$ cat config.mk
export PLATFORM = sky130hd
export DESIGN_NAME = snn_core_param
export DESIGN_NICKNAME = d
export VERILOG_FILES = /design/src/rtl/snn_core_param.sv
export SDC_FILE = /design/constraint.sdc
export NUM_CORES = 1
export LEC_CHECK = 0
export ABC_CLOCK_PERIOD_IN_PS = 5100
export CORE_MARGIN = 5
export CORE_UTILIZATION = 53
export DETAILED_ROUTE_END_ITERATION = 10
export PLACE_DENSITY = 0.81
export SLEW_MARGIN = 10
export SYNTH_ARGS = -nofsm -noshare
export SYNTH_HDL_FRONTEND = slang
export SYNTH_SLANG_ARGS = --single-unit
$ cat constraint.sdc
create_clock -name clk -period 5.1 [get_ports clk]
set_clock_uncertainty 0.15 [all_clocks]
set_input_delay 0.765 -clock clk [delete_from_list [all_inputs] [get_ports clk]]
set_output_delay 0.765 -clock clk [all_outputs]
set_load 0.02 [all_outputs]
$ cat src/rtl/snn_core_param.sv
// Parametrised single-layer spiking classifier core.
// Streams binary pixels and signed weights, accumulates saturating scores, reports argmax.
module snn_core_param #(
    parameter int N_IN     = 784,
    parameter int N_OUT    = 10,
    parameter int WEIGHT_W = 8,
    parameter int ACC_W    = 16,
    parameter int IN_AW    = $clog2(N_IN),
    parameter int W_AW     = $clog2(N_IN * N_OUT),
    parameter int CLASS_W  = $clog2(N_OUT)
) (
    input  logic                       clk,
    input  logic                       rst_n,
    input  logic                       start,
    output logic                       busy,
    output logic                       done,
    output logic [IN_AW-1:0]           addr_input_unit,
    input  logic                       q_input,
    output logic [W_AW-1:0]            addr_weight,
    input  logic signed [WEIGHT_W-1:0] q_weight,
    output logic [CLASS_W-1:0]         digit,
    output logic signed [ACC_W-1:0]    max_score
);

    // Sum width wide enough that a single add can never overflow
    localparam int SW = ((ACC_W > WEIGHT_W) ? ACC_W : WEIGHT_W) + 1;

    localparam logic [IN_AW-1:0]   I_LAST = IN_AW'(N_IN - 1);
    localparam logic [CLASS_W-1:0] J_LAST = CLASS_W'(N_OUT - 1);
    localparam logic [W_AW-1:0]    W_STEP = W_AW'(N_IN);

    localparam logic signed [ACC_W-1:0] ACC_MAX = {1'b0, {(ACC_W-1){1'b1}}};
    localparam logic signed [ACC_W-1:0] ACC_MIN = {1'b1, {(ACC_W-1){1'b0}}};

    typedef enum logic [1:0] {
        S_IDLE,
        S_ISSUE,
        S_COMPARE,
        S_FINISH
    } state_t;

    state_t                     state;
    logic [IN_AW-1:0]           i;
    logic [CLASS_W-1:0]         j;
    logic [W_AW-1:0]            base;
    logic signed [ACC_W-1:0]    acc;
    logic signed [ACC_W-1:0]    best;
    logic [CLASS_W-1:0]         idx;

    logic signed [WEIGHT_W-1:0] term;
    logic signed [ACC_W-1:0]    acc_next;
    logic                       upd;

    // Add a sign-extended weight and clamp instead of wrapping
    function automatic logic signed [ACC_W-1:0] sat_add(
        input logic signed [ACC_W-1:0]    a,
        input logic signed [WEIGHT_W-1:0] b
    );
        logic [SW-1:0]       s;
        logic [SW-ACC_W:0]   top;
        s = {{(SW-ACC_W){a[ACC_W-1]}}, a}
          + {{(SW-WEIGHT_W){b[WEIGHT_W-1]}}, b};
        top = s[SW-1:ACC_W-1];
        if (top == '0 || top == '1) begin
            sat_add = s[ACC_W-1:0];
        end else if (s[SW-1]) begin
            sat_add = ACC_MIN;
        end else begin
            sat_add = ACC_MAX;
        end
    endfunction

    // Term for the pair returned this cycle, and the compare decision
    always_comb begin
        term     = q_input ? q_weight : '0;
        acc_next = sat_add(acc, term);
        upd      = (j == '0) || (acc_next > best);
    end

    // Control FSM, datapath registers and registered outputs
    always_ff @(posedge clk) begin
        if (!rst_n) begin
            state           <= S_IDLE;
            i               <= '0;
            j               <= '0;
            base            <= '0;
            acc             <= '0;
            best            <= '0;
            idx             <= '0;
            busy            <= 1'b0;
            done            <= 1'b0;
            addr_input_unit <= '0;
            addr_weight     <= '0;
            digit           <= '0;
            max_score       <= '0;
        end else begin
            unique case (state)
                S_IDLE: begin
                    if (start) begin
                        state           <= S_ISSUE;
                        busy            <= 1'b1;
                        i               <= '0;
                        j               <= '0;
                        base            <= '0;
                        acc             <= '0;
                        addr_input_unit <= '0;
                        addr_weight     <= '0;
                    end
                end
                S_ISSUE: begin
                    // Data for address i-1 arrives while address i is driven
                    if (i != '0) begin
                        acc <= acc_next;
                    end
                    if (i == I_LAST) begin
                        state           <= S_COMPARE;
                        addr_input_unit <= '0;
                        addr_weight     <= '0;
                    end else begin
                        i               <= i + IN_AW'(1);
                        addr_input_unit <= i + IN_AW'(1);
                        addr_weight     <= addr_weight + W_AW'(1);
                    end
                end
                S_COMPARE: begin
                    acc <= '0;
                    i   <= '0;
                    j   <= j + CLASS_W'(1);
                    if (upd) begin
                        best <= acc_next;
                        idx  <= j;
                    end
                    if (j == J_LAST) begin
                        state     <= S_FINISH;
                        done      <= 1'b1;
                        digit     <= upd ? j : idx;
                        max_score <= upd ? acc_next : best;
                    end else begin
                        state       <= S_ISSUE;
                        base        <= base + W_STEP;
                        addr_weight <= base + W_STEP;
                    end
                end
                S_FINISH: begin
                    state <= S_IDLE;
                    done  <= 1'b0;
                    busy  <= 1'b0;
                end
                default: begin
                    state <= S_IDLE;
                end
            endcase
        end
    end

endmodule
==> qor.txt <==
Crit path cell chain = clkdlybuf4s50_1 -> and2_1 -> ha_4 -> nand3_2 -> a21bo_4 -> a31oi_1 -> nor3_2 -> buf_4 -> nor2_4 -> inv_2 -> a21oi_4 -> buf_6 -> o21ai_2 -> ha_1 -> nor2b_2 -> o211ai_1 -> and4b_2 -> o211a_1 -> buf_6 -> o21ai_4 -> buf_6 -> buf_4 -> nor3_1 -> a211oi_2
Switching pwr = 1280 uW
Adder and majority cell fraction of the synthesized area = 0.0813
Syn avg cell area = 8.12 sq um
Initial DRT Pass Iterations = 5
Final net count = 942
Final worst slack = -0.0582 ns
Fin cells = 1042
Sequential area share after synthesis = 0.343
Yosys warnings = 0
Number of max-cap violations = 0
Clk Tree Root Cell = clkbuf_16
Max_slew headroom = 0.258
Yosys reg bits = 106
Clock Latency Late Sink = 0.36 ns
Crit path max fanout = 9
Fillcell total = 776
GRT Util Overall = 0.244
Fin. max-slew vios = 0
Outcome = finished with violations
Fraction of synthesized area in multiplexers = 0.00970
Share of post-route cells with drive strength above 1 = 0.234
P&R area growth vs syn = 35.5%
Max stage delay on crit path = 0.40 ns
Drt wl/cell = 18.6 um
Crit. End Element = flop
Critical Path Most Common Cell = buf_6
Critical Path RT = 5.22 ns
Pleak = 0.00329 uW
Share of power burned in registers = 0.287
HPWL after DPL = 12600 um
Pwr Total = 3300 uW
Depth of the CTS H-tree = 3
Worst EP arrival = 5.28 ns
HP Class = flop to flop
I/O Pins = 57
Cts hold-fix bufs = 0
Buf/Inv on CP = 7
Leading cell type in the layout, fill and taps excluded = dfxtp_1
N_diodes = 0
Syn Nets = 810
Cells after synthesis = 762
Largest net degree at the start of global routing = 59
Synth area leaders = dfxtp_1, ha_1, nand2_1
Vias in the first global route = 6113
CTS buffer count = 9
Max VDD drop = 0.350 mV
Die width = 118 um
Internal cell power = 2020 uW
Number of flops mapped to enable cells by yosys = 0
Core Area = 11400 sq um
Die Ht = 118 um
Drt drc = 0
Final instance area = 8390 sq um
Post-synthesis cell type count = 70
Clock power frac = 0.224
Total Routed Length = 19400 um
Final hold violations = 0
P per Cell Area = 393 nW/um^2
Asr flop ratio synth = 0
CTS Sinks = 106
Fin crit share = 1.01
Antenna-violating nets left = 0
Yosys top cell area share = 0.343
Least-Margin Pin Slew = 1.11 ns
Violated checks = setup timing
# setup viols final = 9
Slowest cell on the critical path = clkdlybuf4s50_1
Port bufs = 56
Fmax = 194 MHz
Clock tree buffer depth = 2
Setup TNS = -0.223 ns
Main combinational cell family by area after synthesis = simple AND/OR/NAND/NOR gates
Crit-path leading delay family = compound AO/OA/AOI/OAI gates
GR Overflow Total = 0
Critical path class = input pin to flop
Initial drt markers = 657
Combinational power share = 0.489
# rows = 39
Mapped Area = 6190 sq um
Ys flop type = dfxtp_1
CTS tree = yes
Compound-Gate Fraction of Synth Area = 0.228
GP Congestion = 0.913
Vias per cell = 6.21
Post-synth top area cell = dfxtp_1
Switching share of power = 0.388
Clock-pin slew on the worst setup and hold paths = 0.07 ns
Synth Area in Simple Gates = 0.249
Post-Synth XOR/XNOR Area = 0.0453
Initial antenna violation count = 0
Commonest cells after routing, fill and taps aside = dfxtp_1, buf_4, nand2_1, o21ai_0, clkdlybuf4s50_1
Crit path launch type = input pin
Area post-placement = 7390 sq um
Min Tclk post-route = 5.16 ns
First-pass GRT wire length = 28700 um
Initial core utilization = 0.542
DR vias = 6467
Die area = 13900 sq um
Placed Instances = 1004
tightest hold or removal path: stages, from the launching register on:
cell and delay [ns]:
dfxtp_1 0.31, nand2_1 0.05, a21boi_0 0.06
power groups by stage:
| stage | registers (uW) | logic (uW) | clock network (uW) |
|---|---|---|---|
| 3_5_place_dp | 960 | 1200 | 0 |
| 6_report | 947 | 1610 | 738 |
| 2_1_floorplan | 948 | 749 | 0 |
| 4_1_cts | 942 | 1270 | 738 |
| 5_1_grt | 955 | 1730 | 772 |
| 3_3_place_gp | 956 | 1170 | 0 |
Yosys cell counts (all sizes together) (5+ instances only):
cell type	number
a22oi	12
or3	7
dfxtp	106
nor3	28
nand2b	5
a21oi	37
inv	28
o22ai	6
nor4	5
and3	16
o21a	6
and2	20
o211ai	5
o211a	5
a31oi	9
nand2	91
a21o	5
clkbuf	33
o21ai	69
xor2	15
xnor2	17
mux2i	6
nor2	41
nand3	31
buf	7
a22o	8
a211oi	8
nor2b	36
nand4	6
ha	35
a21boi	21
cell families after synthesis:
kind of cell / after synthesis
compound gates: 212
mux: 6
simple gates: 298
flops: 106
fa+ha+maj: 40
buf+inv: 68
xor+xnor: 32
timing repair:
item	4_1_cts	5_1_grt
pin swaps	12	43
endpoints found under the hold margin	0	0
gates resized for setup	21	83
gates cloned	0	1
setup buffers	7	14
setup endpoints to repair	40	40
metal layers:
| metal | track usage | wire [um] | vias up | part of all wire |
|---|---|---|---|---|
| met5 | 0 | 0 | - | 0 |
| met4 | 0.0839 | 788 | 0 | 0.041 |
| met3 | 0.0562 | 1260 | 78 | 0.065 |
| met2 | 0.425 | 9520 | 326 | 0.49 |
| met1 | 0.294 | 7820 | 3087 | 0.40 |
| li1 | - | - | 2976 | - |
sequential cells by signal (all words and copies together) (netlist names), 4 cells and up:
| signal | flops |
|---|---|
| addr_weight | 13 |
| j | 4 |
| idx | 4 |
| base | 9 |
| acc | 16 |
| i | 10 |
| digit | 4 |
| addr_input_unit | 10 |
| max_score | 16 |
| best | 16 |
layout make-up:
class                           instances  area (sq um)  share of cell area
Inverter                               28           105              0.0125
Multi-Input combinational cell        588          4270               0.509
Clock buffer                           11           253              0.0301
Clock inverter                          5          61.3             0.00731
Timing Repair Buffer                  161          1400               0.167
Sequential cell                       106          2120               0.253
Tap cell                              143           179              0.0213
per-stage QoR:
stage,utilization,hold slack (ns),worst slack [ns]
2_1_floorplan,-,0.280,0.0569
3_3_place_gp,0.648,0.296,-0.433
3_5_place_dp,0.648,0.309,-0.655
4_1_cts,0.686,0.318,0.0369
5_1_grt,0.735,0.345,-0.164
6_report,0.735,0.316,-0.0582
worst paths after layout:
path	from	endpoint	slack, ns	cells after the start
hold reg to reg	addr_input_unit[6]	addr_input_unit[6]	0.32	2
setup / recovery	q_weight[5]	max_score[14]	-0.06	24
setup reg to reg	acc[0]	max_score[14]	0.50	20
hold / removal	addr_input_unit[6]	addr_input_unit[6]	0.32	2
(Power assumes the default switching activity.)
